<file path="src/rtl/ctrl_pkg.sv">
// Shared opcode constants, fetch FSM states and helpers for the fetch/issue stage.
package ctrl_pkg;

   localparam logic [2:0] OP_ADD  = 3'b000;
   localparam logic [2:0] OP_SUB  = 3'b001;
   localparam logic [2:0] OP_SHL  = 3'b010;
   localparam logic [2:0] OP_SHR  = 3'b011;
   localparam logic [2:0] OP_SRA  = 3'b100;
   localparam logic [2:0] OP_LOG  = 3'b101;
   localparam logic [2:0] OP_CMP  = 3'b110;
   localparam logic [2:0] OP_HALT = 3'b111;

   typedef enum logic [1:0] {IDLE, FETCH, ISSUE, HALTED} fetch_state_e;

   // Issue counter that sticks at its maximum instead of wrapping.
   function automatic logic [15:0] cnt_inc(input logic [15:0] c);
      return (c == 16'hFFFF) ? c : c + 16'd1;
   endfunction

endpackage

</file>
<file path="src/rtl/instr_fetch_if.sv">
// Instruction-memory read port plus issue handshake towards the decoder.
// master = fetch stage, slave = memory/decoder side.
interface instr_fetch_if #(
   parameter int PC_W    = 8,
   parameter int INSTR_W = 16
);
   logic               imem_rd;
   logic [PC_W-1:0]    imem_addr;
   logic [INSTR_W-1:0] imem_data;
   logic               imem_valid;
   logic [2:0]         op;
   logic [INSTR_W-4:0] imm;
   logic               issue_valid;
   logic               issue_ready;

   modport master (
      output imem_rd, imem_addr, op, imm, issue_valid,
      input  imem_data, imem_valid, issue_ready
   );

   modport slave (
      input  imem_rd, imem_addr, op, imm, issue_valid,
      output imem_data, imem_valid, issue_ready
   );
endinterface

</file>
<file path="src/rtl/instr_fetch_buf.sv">
// One-entry holding register (valid + data) used as the prefetch buffer.
// Flush wins over load, load wins over pop; the fetch stage never loads and pops together.
module instr_buf #(
   parameter int W = 16
) (
   input  logic         clk,
   input  logic         rst_n,
   input  logic         load,
   input  logic         pop,
   input  logic         flush,
   input  logic [W-1:0] din,
   output logic         vld,
   output logic [W-1:0] dout
);

   // Single entry: fill on load, empty on pop or flush.
   always_ff @(posedge clk or negedge rst_n) begin
      if (!rst_n) begin
         vld  <= 1'b0;
         dout <= '0;
      end else if (flush) begin
         vld <= 1'b0;
      end else if (load) begin
         vld  <= 1'b1;
         dout <= din;
      end else if (pop) begin
         vld <= 1'b0;
      end
   end

endmodule

</file>
<file path="src/rtl/instr_fetch.sv">
// Instruction fetch/issue stage: reads IMEM at PC into IR and hands OP/IMM to the
// decoder over a valid/ready handshake, stopping at HALT until the next START.
// Optional macro INSTR_FETCH_PREFETCH_EN adds a one-entry prefetch buffer that reads
// PC+1 while the current instruction waits in ISSUE.
module instr_fetch
   import ctrl_pkg::*;
#(
   parameter int PC_W    = 8,
   parameter int INSTR_W = 16
) (
   input  logic            clk,
   input  logic            rst_n,
   input  logic            start,
   input  logic [PC_W-1:0] start_pc,
   instr_fetch_if.master   bus,
   output logic            busy,
   output logic            halted,
   output logic [15:0]     instr_cnt
);

   fetch_state_e       state;
   logic [PC_W-1:0]    pc;
   logic [PC_W-1:0]    pc_nxt;
   logic [INSTR_W-1:0] ir;
   logic               hs;
   logic               go;
   // Word available to replace IR at the handshake without going back to FETCH.
   logic               nxt_rdy;
   logic [INSTR_W-1:0] nxt_word;

   assign pc_nxt          = pc + 1'b1;
   assign hs              = (state == ISSUE) && bus.issue_ready;
   assign go              = start && ((state == IDLE) || (state == HALTED));
   assign bus.op          = ir[INSTR_W-1 -: 3];
   assign bus.imm         = ir[INSTR_W-4:0];
   assign bus.issue_valid = (state == ISSUE);
   assign busy            = (state == FETCH) || (state == ISSUE);
   assign halted          = (state == HALTED);

`ifdef INSTR_FETCH_PREFETCH_EN
   logic               pf_vld;
   logic [INSTR_W-1:0] pf_q;
   logic               pf_load;
   logic               pf_pop;

   // In ISSUE the read port looks one ahead; address stays on PC+1 which becomes
   // PC after the handshake, so a pending read stays stable across ISSUE->FETCH.
   assign bus.imem_rd   = (state == FETCH) || ((state == ISSUE) && !pf_vld);
   assign bus.imem_addr = (state == ISSUE) ? pc_nxt : pc;

   // A response arriving on the handshake edge goes straight to IR instead.
   assign pf_load  = (state == ISSUE) && !pf_vld && bus.imem_valid && !hs;
   assign pf_pop   = hs && pf_vld;
   assign nxt_rdy  = pf_vld || ((state == ISSUE) && bus.imem_valid);
   assign nxt_word = pf_vld ? pf_q : bus.imem_data;

   instr_buf #(.W(INSTR_W)) u_buf (
      .clk   (clk),
      .rst_n (rst_n),
      .load  (pf_load),
      .pop   (pf_pop),
      .flush (go),
      .din   (bus.imem_data),
      .vld   (pf_vld),
      .dout  (pf_q)
   );
`else
   assign bus.imem_rd   = (state == FETCH);
   assign bus.imem_addr = pc;
   assign nxt_rdy       = 1'b0;
   assign nxt_word      = '0;
`endif

   // Fetch/issue FSM with PC, IR and issue counter.
   always_ff @(posedge clk or negedge rst_n) begin
      if (!rst_n) begin
         state     <= IDLE;
         pc        <= '0;
         ir        <= '0;
         instr_cnt <= '0;
      end else begin
         case (state)
            IDLE, HALTED: begin
               if (go) begin
                  state     <= FETCH;
                  pc        <= start_pc;
                  instr_cnt <= '0;
               end
            end
            FETCH: begin
               if (bus.imem_valid) begin
                  ir    <= bus.imem_data;
                  state <= (bus.imem_data[INSTR_W-1 -: 3] == OP_HALT) ? HALTED : ISSUE;
               end
            end
            ISSUE: begin
               if (hs) begin
                  pc        <= pc_nxt;
                  instr_cnt <= cnt_inc(instr_cnt);
                  if (nxt_rdy) begin
                     ir    <= nxt_word;
                     state <= (nxt_word[INSTR_W-1 -: 3] == OP_HALT) ? HALTED : ISSUE;
                  end else begin
                     state <= FETCH;
                  end
               end
            end
            default: state <= IDLE;
         endcase
      end
   end

endmodule

</file>
<file path="src/flat_wrapper.sv">
// flat-port wrapper written by rule: the top's interface ports become plain ports
module instr_fetch_flat import ctrl_pkg::*;
#(
   parameter int PC_W    = 8,
   parameter int INSTR_W = 16
)
  (clk, rst_n, start, start_pc, busy, halted, instr_cnt, bus_imem_rd, bus_imem_addr, bus_op, bus_imm, bus_issue_valid, bus_imem_data, bus_imem_valid, bus_issue_ready);
  instr_fetch_if #(.PC_W(PC_W), .INSTR_W(INSTR_W)) bus_i ();
  input  logic clk;
  input  logic rst_n;
  input  logic start;
  input  logic [PC_W-1:0] start_pc;
  output logic busy;
  output logic halted;
  output logic [15:0] instr_cnt;
  output wire logic [$bits(bus_i.imem_rd)-1:0] bus_imem_rd;
  output wire logic [$bits(bus_i.imem_addr)-1:0] bus_imem_addr;
  output wire logic [$bits(bus_i.op)-1:0] bus_op;
  output wire logic [$bits(bus_i.imm)-1:0] bus_imm;
  output wire logic [$bits(bus_i.issue_valid)-1:0] bus_issue_valid;
  input wire logic [$bits(bus_i.imem_data)-1:0] bus_imem_data;
  input wire logic [$bits(bus_i.imem_valid)-1:0] bus_imem_valid;
  input wire logic [$bits(bus_i.issue_ready)-1:0] bus_issue_ready;
  assign bus_imem_rd = bus_i.imem_rd;
  assign bus_imem_addr = bus_i.imem_addr;
  assign bus_op = bus_i.op;
  assign bus_imm = bus_i.imm;
  assign bus_issue_valid = bus_i.issue_valid;
  assign bus_i.imem_data = bus_imem_data;
  assign bus_i.imem_valid = bus_imem_valid;
  assign bus_i.issue_ready = bus_issue_ready;
  instr_fetch #(.PC_W(PC_W), .INSTR_W(INSTR_W)) u_core (.clk(clk), .rst_n(rst_n), .start(start), .start_pc(start_pc), .bus(bus_i), .busy(busy), .halted(halted), .instr_cnt(instr_cnt));
endmodule
</file>
<file path="config.mk">
export PLATFORM = sky130hd
export DESIGN_NAME = instr_fetch_flat
export DESIGN_NICKNAME = d
export VERILOG_FILES = /design/src/rtl/ctrl_pkg.sv /design/src/rtl/instr_fetch_if.sv /design/src/rtl/instr_fetch_buf.sv /design/src/rtl/instr_fetch.sv /design/src/flat_wrapper.sv
export SDC_FILE = /design/constraint.sdc
export NUM_CORES = 1
export LEC_CHECK = 0
export BUFFER_PORTS_ARGS = -buffer_cell sky130_fd_sc_hd__buf_2
export CELL_PAD_IN_SITES_DETAIL_PLACEMENT = 1
export CELL_PAD_IN_SITES_GLOBAL_PLACEMENT = 2
export CORE_ASPECT_RATIO = 0.8
export CORE_UTILIZATION = 30
export CTS_BUF_LIST = sky130_fd_sc_hd__clkbuf_4
export DETAILED_ROUTE_END_ITERATION = 16
export PLACE_DENSITY_LB_ADDON = 0.25
export SETUP_SLACK_MARGIN = 0.05
export SLEW_MARGIN = 20
export SYNTH_ARGS = -nofsm -noshare
export SYNTH_HDL_FRONTEND = slang
export SYNTH_SLANG_ARGS = --single-unit
export TNS_END_PERCENT = 30
</file>
<file path="constraint.sdc">
create_clock -name clk -period 5 [get_ports clk]
set_input_delay 0.5 -clock clk [delete_from_list [all_inputs] [get_ports clk]]
set_output_delay 0.5 -clock clk [all_outputs]
set_load 0.02 [all_outputs]
</file>
==> summary.txt, run 1 <==
Synth area leader - dfrtp_1
Die H - 76.6 um
mux cell area share after synthesis - 0.105
WL met1 - 2690 um
pin count of the biggest net entering global routing - 43
HP Class - input port to async pin
Synth Warn # - 0
Clock Latency Late Sink - 0.35 ns
n_diodes - 0
routability cong. - 0.747
Initial Utilization - 0.319
Core Box Area - 6540 um^2
clock buffer depth - 2
Seq pwr share - 0.380
EDFF count, synth - 0
outcome - finished, final reports clean
LEAKAGE - 1.24 nW
H-tree depth - 2
internal power - 0.768 mW
Simple-Gate Fraction of Synth Area - 0.144
count of buffers from port buffering - 72
Seq cells post-synth - 42
Die W - 95.3 um
Finish-stage setup viols - 0
RSZ-0062 raised after global routing - no
max_slew headroom - 0.364
routed wl met2 - 2520 um
number of max-cap violations - 0
Primary FF master, synth - dfrtp_1
via count - 1840
wirelength, routed - 5520 um
total length of routed met3 wires - 273 um
Sw Pwr - 0.643 mW
fraction of layout cells with a size suffix above 1 - 0.359
mean number of vias per cell - 5.11
Placement Cell Area - 2510 um^2
Achievable Freq - 341 MHz
Final Skew - 0.0108 ns
Worst EP arrival - 3.16 ns
Compound-Gate Fraction of Synth Area - 0.176
Worst-path clk slew - 0.14 ns
IO Pins - 73
Slew Viols, Final - 0
Filler cells - 788
Netlist cell types - 34
hold buffers post-CTS - 0
largest family of logic cells by synthesized area - compound AO/OA/AOI/OAI gates
critical path launch point type - register
final core utilization - 0.394
grt total ovfl - 0
area share of the largest cell type after synthesis - 0.503
Synth Instances - 203
first-pass GRT wire length - 9570 um
WP data required - 5.22 ns
post-cts gate resize count - 0
DP Worst Slack - 2.05 ns
worst setup path class - register to register
synthesized area - 2090 um^2
Seq/Total Area, Yosys - 0.503
Antenna Violating Nets Remaining - 0
routed len/inst - 15.3 um
PwrDens - 548 nW/um^2
period utilization - 0.586
syn avg cell area - 10.3 um^2
setup TNS - 0 ns
postcts setup bufs - 0
die area - 7300 um^2
Syn Nets - 238
clock net sink count - 42
DPL Wire Length - 4010 um
vias in the first global route - 1919
design area - 2570 um^2
residual DRC count - 0
Final Critical Period - 2.93 ns
Clk pwr share - 0.124
switching part of the total - 0.456
top cells by area, synth - dfrtp_1 50%, mux2_2 8.6%, o21ai_0 5.3%
Max IR drop VDD - 0.232 mV
GRT Util Overall - 0.166
Inserted Clock Buffers - 5
initial antenna violation count - 0
Worst Slack Setup Final - 2.07 ns
Worst Setup End Kind - register
CTS root buffer - clkbuf_4
initial DRC count - 43
post-synthesis adder-cell area fraction - 0.0359
CTS tree - done
Min Hold Slack - 0.275 ns
final net count - 310
standard-cell rows - 26
TritonRoute pass-1 iters - 4
Area Overhead vs Synth - 23.2%
ys async rst share - 1.00
Worst Path Max Fanout - 20
Highest Signal Layer - met4
worst slew pin tran - 0.953 ns
XOR/XNOR Fraction of Synth Area - 0
combinational share of power - 0.496
Hold Fails Final Rpt - 0
cell usage in the layout, fill, tap and decap left out, drive strengths merged, types with 7 or more instances in the layout:
cell type  count
buf           73
dfrtp         42
o21ai         22
nand2         17
mux2          16
nand3         14
a21oi         14
nor2          10
inv            7
per-layer routing:
metal  vias up  GRT usage
li1        894          -
met3         4     0.0399
met2        44      0.255
met4         0     0.0470
met5         -          0
met1       898      0.230
cell type report:
type	instances	area (um^2)	share of cell area
clock buffers	5	37.5	0.0146
clock inverters	3	21.3	0.00826
inverters	7	26.3	0.0102
multi-input cells	146	965	0.375
flip-flops and latches	42	1050	0.408
well taps	84	105	0.0408
repair buffers	73	368	0.143
per-stage QoR:
step / std cells / total power, mW
6_report: 360 / 1.41
3_5_place_dp: 352 / 1.25
2_1_floorplan: 203 / 1.03
3_3_place_gp: 352 / 1.24
4_1_cts: 360 / 1.43
5_1_grt: 360 / 1.52
worst max-delay path, cell delays in order, from the launching register on:
cell and delay (ns):
dfrtp_1 0.47, inv_1 0.08, ha_1 0.62, a221o_1 0.42, a41o_1 0.45, or2_0 0.56
o21ai_0 0.20
path summary, 6_finish.rpt:
kind                                            to  cells past startpoint  slack [ns]             start
max                            u_core.instr_cnt[2]                      6        2.07   u_core.state[0]
min                                  u_core.ir[10]                      1        0.27             rst_n
max reg2reg                    u_core.instr_cnt[2]                      6        2.07   u_core.state[0]
min reg2reg                           u_core.ir[0]                      1        0.52      u_core.ir[0]
max in group asynchronous  u_core.bus.imem_addr[1]                      1        4.13             rst_n
min in group clk                      u_core.ir[0]                      2        0.37  bus_imem_data[0]
state kept, by name (all words and copies together) (netlist names):
register,cells
u_core.bus.imem_addr,8
u_core.instr_cnt,16
u_core.ir,16
u_core.state,2
power groups by stage:
stage	Sequential (mW)	Combinational, mW	Clock [mW]
6_report	0.536	0.701	0.175
5_1_grt	0.555	0.773	0.196
4_1_cts	0.539	0.712	0.184
3_5_place_dp	0.545	0.710	0
3_3_place_gp	0.534	0.707	0
2_1_floorplan	0.657	0.376	0
Yosys cell counts (3+ instances only):
master	n
nand3_1	14
nand2_1	17
o31ai_1	6
and3_1	5
o21ai_0	22
inv_1	7
nor3_1	3
a21oi_1	14
mux2_2	16
dfrtp_1	42
nor2_1	10
ha_1	6
and2_1	3
o22ai_1	6
clkbuf_1	5
mux2i_1	4
cells by family after synthesis:
logic type	count (synthesis)
mux	20
buf+inv	15
simple gates	61
flops	42
compound gates	59
fa+ha+maj	6
No activity file was read; power rests on OpenSTA's default activity.
==> run 2, diff against run 1 <==
ABC_AREA = 1   (was not set)
CORE_UTILIZATION = 29   (was 30)
clock period = 2.9 ns   (was 5 ns; I/O delays follow)
==> run 2 against run 1 <==
- utilization shrank 1.6 points
- die area grew 12%
- cell count grew 33%
- combinational power grew 65%
- hold slack lost 0.16 ns
- largest cell class is now multi-input combinational cells
- critical path type unchanged
- sequential power grew 71%
- maximum frequency grew 37%
==> summary.txt, run 2 <==
TritonRoute pass-1 iters - 4 (unchanged)
Worst Reg-to-Reg Cells - 9 (+3)
Die H - 81.1 um (+5.9%)
DPL Wire Length - 4700 um (+17%)
Filler cells - 976 (+24%)
top cells by area, synth - dfrtp_1 46%, nand2_1 20%, nor2_1 4.0%
Critical Path, Cell by Cell - inv_1, ha_1, nand3_1, nor2_2, nand4_4, nand2_4, nor2_2, nand2_1, nand2_1
Area Overhead vs Synth - 24.6%
Worst setup startpoint - u_core.state[0]
residual DRC count - 0 (unchanged)
postcts setup bufs - 0 (unchanged)
Placed Cells - 468 (+33%)
clock buffer depth - 2 (unchanged)
Antenna Violating Nets Remaining - 0 (unchanged)
RR Endpoint - u_core.instr_cnt[12]
Primary FF master, synth - dfrtp_1
worst slew pin tran - 0.636 ns (-0.317 ns)
most instantiated cells after synthesis - 123 x nand2_1, 42 x dfrtp_1, 24 x nor2_1
Synth area leader - dfrtp_1
Max stage delay cell, worst path - ha_1
Worst-path clk slew - 0.14 ns (about the same)
Seq cells post-synth - 42 (unchanged)
Hold Fails Final Rpt - 0 (unchanged)
via count - 2113 (+15%)
R2R Setup Slk - 0.77 ns (-1.30 ns)
setup TNS - 0 ns (unchanged)
clock net sink count - 42 (unchanged)
count of buffers from port buffering - 72 (unchanged)
number of max-cap violations - 0 (unchanged)
Finish-stage setup viols - 0 (unchanged)
most frequent cell after synthesis - nand2_1
Slew Viols, Final - 0 (unchanged)
Synth Instances - 295 (+45%)
Worst Path Max Fanout - 19 (-5.0%)
IO Pins - 73 (unchanged)
EDFF count, synth - 0 (unchanged)
Max stage delay on crit path - 0.57 ns (-0.05 ns)
Initial Utilization - 0.303 (-0.0166)
Clock Latency Late Sink - 0.35 ns (about the same)
fraction of layout cells with a size suffix above 1 - 0.253 (-0.106)
final net count - 406 (+31%)
final core utilization - 0.377 (-0.0163)
routed len/inst - 13.0 um (-15%)
Synth Warn # - 0 (unchanged)
Netlist cell types - 30 (-12%)
grt total ovfl - 0 (unchanged)
most common cell after layout, fill and taps aside - nand2_1
standard-cell rows - 28 (+7.7%)
Worst R2R Start - u_core.state[0]
Worst Setup End Kind - register
HP Start - bus_imem_data[9]
most frequent cells in the layout - 123 x nand2_1, 71 x buf_2, 42 x dfrtp_1
outcome - finished, final reports clean
area share of the largest cell type after synthesis - 0.463 (-0.0402)
CTS root buffer - clkbuf_4
period utilization - 0.736 (+0.149)
critical path launch point type - register
WP data required - 3.16 ns (-2.06 ns)
pin count of the biggest net entering global routing - 43 (unchanged)
H-tree depth - 2 (unchanged)
n_diodes - 0 (unchanged)
mean number of vias per cell - 4.43 (-13%)
worst setup path class - register to register
routability cong. - 0.746 (-0.13%)
Syn Nets - 330 (+39%)
ys async rst share - 1.00 (unchanged)
CTS tree - done
LEAKAGE - 1.47 nW (+19%)
Achievable Freq - 469 MHz (+37%)
Final Skew - 0.0140 ns (+0.00324 ns)
PwrDens - 872 nW/um^2 (+59%)
Non-Filler Instances - 477 (+33%)
Die W - 101 um (+5.9%)
Core Box Area - 7500 um^2 (+15%)
Hold Path Depth - 3
HP Class - input port to register
wirelength, routed - 6200 um (+12%)
GRT Util Overall - 0.163 (-0.00342)
syn avg cell area - 7.69 um^2 (-25%)
Worst EP arrival - 2.40 ns (-0.76 ns)
max_slew headroom - 0.576 (+0.211)
Seq/Total Area, Yosys - 0.463 (-0.0402)
RSZ-0062 raised after global routing - no
die area - 8190 um^2 (+12%)
Inserted Clock Buffers - 5 (unchanged)
Max IR drop VDD - 0.389 mV (+67%)
vias in the first global route - 1998 (+4.1%)
synthesized area - 2270 um^2 (+8.7%)
initial DRC count - 43 (unchanged)
Final Critical Period - 2.13 ns (-0.798 ns)
WHS Endpoint - u_core.ir[9]
initial antenna violation count - 0 (unchanged)
first-pass GRT wire length - 10200 um (+6.7%)
## run 2: timing repair
item | CTS | global route
gates resized for setup | 0 | 0
setup endpoints to repair | 0 | 0
hold buffers | 0 | 1
hold endpoints to repair | 0 | 42
## run 2: metal layers
| metal | track usage | share of wire | vias up |
|---|---|---|---|
| met5 | 0 | 0 | - |
| met4 | 0.0391 | 0.0071 | 0 |
| met3 | 0.0353 | 0.043 | 4 |
| met2 | 0.237 | 0.41 | 39 |
| met1 | 0.243 | 0.54 | 978 |
| li1 | - | - | 1092 |
## run 2: cell type report
cell class | count | area (um^2) | area share
Clock buffer | 5 | 37.5 | 0.0133
Inverter | 22 | 82.6 | 0.0292
Sequential cell | 42 | 1050 | 0.372
Multi-Input combinational cell | 225 | 1090 | 0.387
Timing Repair Buffer | 75 | 388 | 0.137
Clock inverter | 3 | 45.0 | 0.0159
Tap cell | 105 | 131 | 0.0464
## run 2: critical path: cells and delay by family (launching register included)
kind,cells,cell delay (ns)
DFF,1,0.44
and+or+nand+nor,7,0.93
buffers and inverters,1,0.10
adders and majority gates,1,0.57
## run 2: report_power, final
group / switching, mW / internal (mW) / total, mW
Combinational: 0.787 / 0.372 / 1.16
Clock: 0.208 / 0.181 / 0.389
Sequential: 0.149 / 0.768 / 0.917
## run 2: stage by stage
stage	worst slack, ns	power [mW]	hold WS [ns]	area (um^2)
after floorplan	1.18	1.75	-0.00559	2270
after global placement	0.844	2.08	0.458	2730
after detailed placement	0.771	2.10	0.463	2730
after CTS	0.739	2.50	0.0996	2820
after global routing	0.531	2.68	0.0981	2830
final	0.766	2.47	0.117	2830
## run 2: cells by family (layout without fill, tap and decap cells)
group / after synthesis / after routing / share of synthesized area
flops: 42 / 42 / 0.463
fa+ha+maj: 6 / 6 / 0.0331
compound gates: 32 / 32 / 0.0777
xor+xnor: 8 / 8 / 0.0309
simple gates: 179 / 179 / 0.340
buf+inv: 28 / 105 / 0.0551
## run 2: how the worst max path moves through the flow
stage | endpoint | slack, ns
2_1_floorplan | u_core.instr_cnt[2] | 1.18
3_5_place_dp | u_core.instr_cnt[12] | 0.77
3_3_place_gp | u_core.instr_cnt[12] | 0.84
6_report | u_core.instr_cnt[12] | 0.77
5_1_grt | u_core.instr_cnt[0] | 0.53
4_1_cts | u_core.instr_cnt[12] | 0.74
